<file path="src/rtl/key_cond_pkg.sv">
// Shared constants and types for the push-button conditioner.
// Latency: n/a (package only).
// Backpressure: n/a (package only).
package key_cond_pkg;

   // Production timing at 50 MHz: 10 ms debounce, 0.5 s repeat delay, 0.1 s repeat period
   localparam int unsigned DEF_NUM_KEYS        = 3;
   localparam int unsigned DEF_DEBOUNCE_CYCLES = 500000;
   localparam int unsigned DEF_REPEAT_DELAY    = 25000000;
   localparam int unsigned DEF_REPEAT_PERIOD   = 5000000;

   // Board wiring of the three buttons onto the key bus
   localparam int unsigned KEY_IDX_RESET = 0;
   localparam int unsigned KEY_IDX_LOAD  = 1;
   localparam int unsigned KEY_IDX_START = 2;

   // Auto-repeat phase of a held key
   typedef enum logic [1:0] {
      REP_IDLE   = 2'd0,
      REP_DELAY  = 2'd1,
      REP_PERIOD = 2'd2
   } rep_state_e;

endpackage

</file>
<file path="src/rtl/key_debounce_lane.sv">
// One button lane: 2-flop synchroniser, debounce counter, press/release edge pulses (+ auto-repeat with KEY_AUTOREPEAT_EN).
// Latency: raw edge to registered level/pulse is 2 + DEBOUNCE_CYCLES cycles.
// Backpressure: none; pulses are fire-and-forget single-cycle strobes.
module key_debounce_lane
   import key_cond_pkg::*;
#(
   parameter int unsigned DEBOUNCE_CYCLES = DEF_DEBOUNCE_CYCLES,
   parameter int unsigned REPEAT_DELAY    = DEF_REPEAT_DELAY,
   parameter int unsigned REPEAT_PERIOD   = DEF_REPEAT_PERIOD
) (
   input  logic core_clk,
   input  logic arst_n,
   input  logic key_n,
   output logic pressed,
   output logic press_pulse,
   output logic release_pulse
);

   localparam int unsigned        CNT_W    = $clog2(DEBOUNCE_CYCLES);
   localparam logic [CNT_W-1:0]   CNT_LAST = CNT_W'(DEBOUNCE_CYCLES - 1);

   // Reject timing values the counters cannot represent
   if (DEBOUNCE_CYCLES < 2 || REPEAT_DELAY < 1 || REPEAT_PERIOD < 1) begin : g_bad_param
      $error("key_debounce_lane: illegal timing parameters");
   end

   logic             sync1_q, sync1_d;
   logic             sync2_q, sync2_d;
   logic [CNT_W-1:0] cnt_q, cnt_d;
   logic             state_q, state_d;
   logic             press_q, press_d;
   logic             release_q, release_d;
   logic             sample_held;
   logic             flip;
   logic             rep_fire;

   // Synchronise, count disagreement with the accepted level, flip after a full stable run
   always_comb begin
      sync1_d     = key_n;
      sync2_d     = sync1_q;
      sample_held = ~sync2_q;
      flip        = (sample_held != state_q) && (cnt_q == CNT_LAST);
      cnt_d       = '0;
      if ((sample_held != state_q) && !flip) begin
         cnt_d = cnt_q + 1'b1;
      end
      state_d   = flip ? sample_held : state_q;
      press_d   = (flip && sample_held) || rep_fire;
      release_d = flip && !sample_held;
   end

   // Lane state; synchroniser resets to the released level so a held key debounces normally
   always_ff @(posedge core_clk or negedge arst_n) begin
      if (!arst_n) begin
         sync1_q   <= 1'b1;
         sync2_q   <= 1'b1;
         cnt_q     <= '0;
         state_q   <= 1'b0;
         press_q   <= 1'b0;
         release_q <= 1'b0;
      end else begin
         sync1_q   <= sync1_d;
         sync2_q   <= sync2_d;
         cnt_q     <= cnt_d;
         state_q   <= state_d;
         press_q   <= press_d;
         release_q <= release_d;
      end
   end

`ifdef KEY_AUTOREPEAT_EN
   localparam int unsigned       HOLD_MAX    = (REPEAT_DELAY > REPEAT_PERIOD) ? REPEAT_DELAY : REPEAT_PERIOD;
   localparam int unsigned       HOLD_W      = $clog2(HOLD_MAX + 1);
   localparam logic [HOLD_W-1:0] DELAY_LAST  = HOLD_W'(REPEAT_DELAY - 1);
   localparam logic [HOLD_W-1:0] PERIOD_LAST = HOLD_W'(REPEAT_PERIOD - 1);

   rep_state_e        rep_q, rep_d;
   logic [HOLD_W-1:0] hold_q, hold_d;

   // Hold timer: starts at an accepted press, cleared by release; a repeat never lands on a release cycle
   always_comb begin
      rep_d    = rep_q;
      hold_d   = hold_q;
      rep_fire = 1'b0;
      if (flip && sample_held) begin
         rep_d  = REP_DELAY;
         hold_d = '0;
      end else if (flip || !state_q) begin
         rep_d  = REP_IDLE;
         hold_d = '0;
      end else begin
         case (rep_q)
            REP_DELAY: begin
               if (hold_q == DELAY_LAST) begin
                  rep_fire = 1'b1;
                  rep_d    = REP_PERIOD;
                  hold_d   = '0;
               end else begin
                  hold_d = hold_q + 1'b1;
               end
            end
            REP_PERIOD: begin
               if (hold_q == PERIOD_LAST) begin
                  rep_fire = 1'b1;
                  hold_d   = '0;
               end else begin
                  hold_d = hold_q + 1'b1;
               end
            end
            default: begin
               rep_d  = REP_IDLE;
               hold_d = '0;
            end
         endcase
      end
   end

   // Repeat phase and hold timer registers
   always_ff @(posedge core_clk or negedge arst_n) begin
      if (!arst_n) begin
         rep_q  <= REP_IDLE;
         hold_q <= '0;
      end else begin
         rep_q  <= rep_d;
         hold_q <= hold_d;
      end
   end
`else
   assign rep_fire = 1'b0;
`endif

   assign pressed       = state_q;
   assign press_pulse   = press_q;
   assign release_pulse = release_q;

endmodule

</file>
<file path="src/rtl/key_conditioner.sv">
// Conditions active-low raw buttons into debounced active-high levels and press/release pulses; KEY_AUTOREPEAT_EN adds hold auto-repeat.
// Latency: 2 + DEBOUNCE_CYCLES cycles from raw edge to registered outputs; all outputs are flop-driven.
// Backpressure: none; consumer must take pulses in the cycle they are high.
module key_conditioner
   import key_cond_pkg::*;
#(
   parameter int unsigned NUM_KEYS        = DEF_NUM_KEYS,
   parameter int unsigned DEBOUNCE_CYCLES = DEF_DEBOUNCE_CYCLES,
   parameter int unsigned REPEAT_DELAY    = DEF_REPEAT_DELAY,
   parameter int unsigned REPEAT_PERIOD   = DEF_REPEAT_PERIOD
) (
   input  logic                core_clk,
   input  logic                arst_n,
   input  logic [NUM_KEYS-1:0] key,
   output logic [NUM_KEYS-1:0] pressed,
   output logic [NUM_KEYS-1:0] press_pulse,
   output logic [NUM_KEYS-1:0] release_pulse
);

   // Lanes are fully independent apart from clock and reset
   for (genvar i = 0; i < NUM_KEYS; i++) begin : g_lane
      key_debounce_lane #(
         .DEBOUNCE_CYCLES (DEBOUNCE_CYCLES),
         .REPEAT_DELAY    (REPEAT_DELAY),
         .REPEAT_PERIOD   (REPEAT_PERIOD)
      ) u_lane (
         .core_clk      (core_clk),
         .arst_n        (arst_n),
         .key_n         (key[i]),
         .pressed       (pressed[i]),
         .press_pulse   (press_pulse[i]),
         .release_pulse (release_pulse[i])
      );
   end

endmodule
</file>
<file path="config.mk">
export PLATFORM = sky130hd
export DESIGN_NAME = key_conditioner
export DESIGN_NICKNAME = d
export VERILOG_FILES = /design/src/rtl/key_cond_pkg.sv /design/src/rtl/key_debounce_lane.sv /design/src/rtl/key_conditioner.sv
export SDC_FILE = /design/constraint.sdc
export NUM_CORES = 1
export LEC_CHECK = 0
export CAP_MARGIN = 20
export CORE_MARGIN = 2
export CORE_UTILIZATION = 54
export CTS_BUF_LIST = sky130_fd_sc_hd__clkbuf_16
export DETAILED_ROUTE_END_ITERATION = 7
export PLACE_DENSITY_LB_ADDON = 0.15
export SYNTH_ARGS = -nofsm -noshare
export SYNTH_HDL_FRONTEND = slang
export SYNTH_SLANG_ARGS = --single-unit
</file>
<file path="constraint.sdc">
create_clock -name core_clk -period 2.1 [get_ports core_clk]
set_clock_uncertainty 0.15 [all_clocks]
set_input_delay 0.21 -clock core_clk [delete_from_list [all_inputs] [get_ports core_clk]]
set_output_delay 0.21 -clock core_clk [all_outputs]
set_load 0.03 [all_outputs]
</file>
**Yosys cells after proc, flatten, opt, wreduce, memory -nomap -nowiden**

Cells that the tools add are included.

- Multiplexer cells: 3
- Bitwise operators: 3
- Equal/unequal tests: 6
- $add $sub $neg: 3
- Reduce and logical (&&, ||, !) cells: 15

Operators with widths:

| cell | count |
|---|---|
| 19-bit by 1-bit adder with 19-bit output, second input constant | 3 |
| 19-bit == test, second input constant | 3 |
| 19-bit two-way mux | 3 |
| 1-bit logical AND | 12 |
| 1-bit zero test | 3 |
| 1-bit != test | 3 |
| 1-bit NOT | 3 |

- Register bits: 72
- Logic and storage cells: 48

**Logic depth before layout (Yosys ltp)**

Gate-level depths: netlist of the first run.

- Depth after elaboration: 6
- Depth in mapped cells: 6

**Modules after synthesis**

A second synthesis of the first run with hierarchy kept.

- Cells, all modules: 330
- Area total of the unflattened synthesis: 3,385.7 sq um

Modules (own cells, without submodules):

| module | cells each | instances | area an instance (sq um) |
|---|---|---|---|
| key_debounce_lane | 110 | 3 | 1,128.6 |

**Least setup slack after synthesis of the first run**

OpenSTA, ideal clock, no wires.

- Path type: register to register
- Start point: register g_lane[1].u_lane.cnt_q[11]
- End point: register g_lane[1].u_lane.cnt_q[10]
- Path slack: -0.075 ns
- Buffers on the path: 1
- Cell stages (with the launch flop): 6
- Data arrival time: 1.907 ns
- Setup time: 0.119 ns
- Cell sequence: dfrtp_1 -> or4b_1 -> or4_4 -> o21ai_4 -> buf_6 -> nor2_1

- Word-level cells in the longest chain between the ends: 5

Ends and longest elaborated chain:

| item | line | text |
|---|---|---|
| from (decl) | key_debounce_lane.sv:29 | `logic [CNT_W-1:0] cnt_q, cnt_d;` |
| from (signal assigned) | key_debounce_lane.sv:64 | `cnt_q <= cnt_d;` |
| 19-bit == test | key_debounce_lane.sv:42 | `flip = (sample_held != state_q) && (cnt_q == CNT_LAST);` |
| 1-bit logical AND | key_debounce_lane.sv:42 |  |
| 1-bit zero test | key_debounce_lane.sv:44 | `if ((sample_held != state_q) && !flip) begin` |
| 1-bit logical AND | key_debounce_lane.sv:44 |  |
| 19-bit two-way mux | key_debounce_lane.sv:44 |  |
| net g_lane[1].u_lane.cnt_d[10] | key_debounce_lane.sv:29 |  |

The timed path passes the listed nets, and every way through them passes these cells.
A chain may end at the register's enable or synchronous reset.

**Worst setup path after layout of the first run**

- Start point: register g_lane[1].u_lane.cnt_q[9]
- End point: register g_lane[1].u_lane.state_q

- Word-level cells in the longest chain between the ends: 2

Ends and longest elaborated chain:

| item | line | text |
|---|---|---|
| 19-bit == test | key_debounce_lane.sv:42 |  |
| 1-bit logical AND | key_debounce_lane.sv:42 |  |
| to (signal assigned) | key_debounce_lane.sv:65 | `state_q <= state_d;` |
| to (decl) | key_debounce_lane.sv:30 | `logic state_q, state_d;` |

Every way passes these cells.

==> summary.txt, run 1 <==
Layout
  – Area Overhead vs Synth: 22.06%
  – Share of layout cells above drive strength 1: 17.72%
  – Core Util, Final: between 60% and 70%
  – Design area: around 0.0042 mm2
  – # diodes: 0
  – Final nets: 398

Route
  – First-iteration detailed-routing DRC count: 116
  – Vias after detailed routing: about 2.6k
  – WL per Instance: 14.07 um
  – Routed Antenna Nets: 0
  – Detailed-route DRC error count: 0
  – Detailed Route WL: 6.639 mm
  – Drt pass-1 iters: 4
  – Drt via density: 5.585

Clocking
  – Worst skew pair latency: 0.33 ns
  – Root buffer cell: clkbuf_16
  – Clock Tree Buf Depth: 2
  – Clock sinks: 72
  – TritonCTS Buffers: 9
  – CTS tree: done
  – Worst-path clk slew: 0.06 ns
  – H-tree depth: 3

Synthesis
  – Number of synthesized flops with an enable pin: 0
  – Synth cell count leaders: dfrtp_1, nor2_1, xnor2_1
  – Post-Syn Area: 0.003448 mm2
  – Seq cells post-synth: ~70
  – Yosys warnings: 0
  – Top post-synthesis cells by area: dfrtp_1, xnor2_1, nor2_1
  – Leading area contributor after synthesis: dfrtp_1
  – Count leader, synth: dfrtp_1
  – Synth top area share: 47.90%
  – Library cells used by synthesis: 39
  – Mean post-synth cell area: 9.995 um2
  – Mapped Nets: 353
  – Post-Syn Instances: about 350
  – Synth async-reset ratio: 100.0%
  – Sequential area share after synthesis: 52.47%
  – Main synth FF type: dfrtp_1

Critical path
  – Worst EP required: 2.18 ns
  – Worst Setup Start Kind: flop
  – R2r startpoint: g_lane[1].u_lane.cnt_q[9]$_DFF_PN0_
  – RR Endpoint: g_lane[1].u_lane.pressed$_DFFE_PN0P_
  – R2r setup slk: -0.09 ns
  – R2R depth: 4
  – Critical path capture point type: flop
  – Critical Setup Path Class: reg -> reg
  – Crit path arrival time: between 2 and 2.5 ns
  – Critical Path Fanout Max: 4

Timing
  – Slew margin rel.: 62.82%
  – Max Fclk: about 0.46 GHz
  – Period Utilization, post-route: 104.5%
  – Slew @ Worst Pin: about 0.55 ns
  – Hold Vio Cnt, Final: 0
  – Fin worst setup slack: -0.09427 ns
  – Crit path time final: 2.194 ns
  – Setup Total Neg Slack: -1.259 ns
  – RSZ-0062 raised after global routing: yes
  – Setup violators final: 21
  – Fin. max-slew vios: 0

Place
  – Port Buffers: 13
  – Final HPWL DP: ~4.5 mm
  – Area after DPL: 0.003842 mm2
  – Dpl ws: -0.08891 ns
  – GPL Wtd Cong: 0.8414

Global routing
  – First-pass GRT wire length: 11.69 mm
  – Largest net degree at the start of global routing: 55
  – Overflow after GRT: 0
  – Overall Global Routing Usage: 21.10%
  – Vias in the first global route: approximately 2.6k
  – Antenna violations before repair: 0

Status
  – Status: finished, violations left
  – Failing checks: negative setup slack

Power and ir drop
  – Psw: about 690 uW
  – Total Power: 3.198 mW
  – VDD IR-drop max: 0.5695 mV
  – Clock share of power: 51.9%
  – Comb pwr share: 3.3%
  – Pwr dens: 759.8 mW/mm2
  – Switching share of total power: between 20% and 30%
  – Leakage: ~1.7 nW
  – Internal power: 2.506 mW
  – Seq pwr share: 44.8%

Min path
  – Worst hold path type: in -> reg
  – Hold-critical path depth: 1
  – Critical hold path startpoint: key[1]
  – Worst Hold End: g_lane[1].u_lane.sync1_q$_DFF_PN1_

Run
  – Max-Cap Viols: 0

Die
  – DIE AREA: just over 0.007 mm2
  – Initial core utilization: 54.93%
  – Num rows: 29
  – Die Y: between 80 and 90 um
  – Overall die width: between 80 and 90 um
  – Total core area: 0.006277 mm2
  – Num ports: 14
## cells by family (layout without fill, tap and decap cells)
kind of cell             Yosys count  in the layout  share of synthesized area [%]
AO/OA/AOI/OAI                     25             25                          4.391
adder cells (fa/ha/maj)            3              3                          1.089
buffers and inverters             24             74                          3.882
flip-flops                        72             72                          52.47
XOR/XNOR                          45             45                          11.43
AND/OR/NAND/NOR                  176            176                          26.74
## state kept, by name, summed over array words and instances, names as in the netlist
signal	flops
g_lane.u_lane.cnt_q	57
g_lane.u_lane.release_pulse	3
g_lane.u_lane.press_pulse	3
g_lane.u_lane.sync1_q	3
g_lane.u_lane.pressed	3
g_lane.u_lane.sync2_q	3
## metrics by stage
| stage | std cells | hold WS, ns |
|---|---|---|
| finish | 472 | 0.1251 |
| global route | 472 | 0.1273 |
| CTS | 470 | 0.1166 |
| detailed placement | 453 | 0.02808 |
| global placement | 453 | 0.01820 |
| floorplan | 345 | -0.2356 |
## worst max-delay path, cell delays in order, from the launching register on
cell     delay, ns
dfrtp_1       0.38
or4b_4        0.54
or4_4         0.58
or2_4         0.29
a21o_1        0.15
## placed cells by master (no fill, tap or decap), types with 6 or more instances in the layout
| cell | synthesis | routed |
|---|---|---|
| xor2_1 | 10 | 10 |
| nand4_1 | 15 | 15 |
| nor3_1 | 14 | 14 |
| inv_1 | 9 | 9 |
| xnor2_1 | 35 | 35 |
| dfstp_2 | 6 | 6 |
| o21ai_0 | 8 | 8 |
| a21oi_1 | 9 | 9 |
| nand2_1 | 21 | 21 |
| buf_4 | 9 | 33 |
| nor2_1 | 55 | 54 |
| clkdlybuf4s50_1 | 0 | 12 |
| clkbuf_16 | 0 | 9 |
| dfrtp_1 | 66 | 66 |
| nand3_1 | 21 | 21 |
| or4_1 | 7 | 6 |
| nor4_1 | 14 | 14 |
## final cells by class
cell class	count	area, um2
clock inverter	7	101.3
inverter	9	33.78
sequential	72	1809
timing repair buffer	49	422.9
fill	474	2068
clock buffer	9	225.2
tap	77	96.34
multi-input combinational	249	1520
## routing by layer
metal | GRT usage, % | routed length [um]
met1 | 27.84 | 3172
met2 | 31.85 | 3070
met3 | 3.956 | 188
met4 | 13.78 | 207
met5 | 0 | 0
## worst max path at each step
stage / slack [ns] / start / endpoint / cells after the start
final: -0.09 / g_lane[1].u_lane.cnt_q[9]$_DFF_PN0_ / g_lane[1].u_lane.pressed$_DFFE_PN0P_ / 4
after global routing: -0.13 / g_lane[1].u_lane.cnt_q[9]$_DFF_PN0_ / g_lane[1].u_lane.pressed$_DFFE_PN0P_ / 4
after CTS: -0.09 / g_lane[1].u_lane.cnt_q[11]$_DFF_PN0_ / g_lane[1].u_lane.pressed$_DFFE_PN0P_ / 4
after detailed placement: -0.09 / g_lane[1].u_lane.cnt_q[9]$_DFF_PN0_ / g_lane[1].u_lane.cnt_q[1]$_DFF_PN0_ / 4
after global placement: -0.06 / g_lane[1].u_lane.cnt_q[9]$_DFF_PN0_ / g_lane[1].u_lane.cnt_q[1]$_DFF_PN0_ / 4
after floorplan: -0.06 / g_lane[1].u_lane.cnt_q[10]$_DFF_PN0_ / g_lane[1].u_lane.cnt_q[0]$_DFF_PN0_ / 5
## power groups by stage
stage	Combinational, mW	Clock (mW)	Sequential (mW)
floorplan	0.0387	0	1.45
global placement	0.101	0	1.46
detailed placement	0.103	0	1.46
CTS	0.108	1.70	1.43
global route	0.121	1.75	1.44
finish	0.105	1.66	1.43
## repair_timing
| item | 4_1_cts | 5_1_grt |
|---|---|---|
| gates resized for setup | 2 | 2 |
| pin swaps | 4 | 2 |
| setup endpoints to repair | 21 | 27 |
| hold buffers | 1 | 0 |
| endpoints found under the hold margin | 18 | 0 |
| buffers inserted | 0 | 2 |
Note: power is estimated with default switching activity, not from simulation.
==> run 2: changes to the inputs <==
--- a/config.mk
+++ b/config.mk
@@ -11,6 +11,7 @@
 export CTS_BUF_LIST = sky130_fd_sc_hd__clkbuf_16
 export DETAILED_ROUTE_END_ITERATION = 7
 export PLACE_DENSITY_LB_ADDON = 0.15
+export SLEW_MARGIN = 20
 export SYNTH_ARGS = -nofsm -noshare
 export SYNTH_HDL_FRONTEND = slang
 export SYNTH_SLANG_ARGS = --single-unit
==> results of run 2 <==
Same layout as run 1: the final DEF is identical, and so are final timing and power.
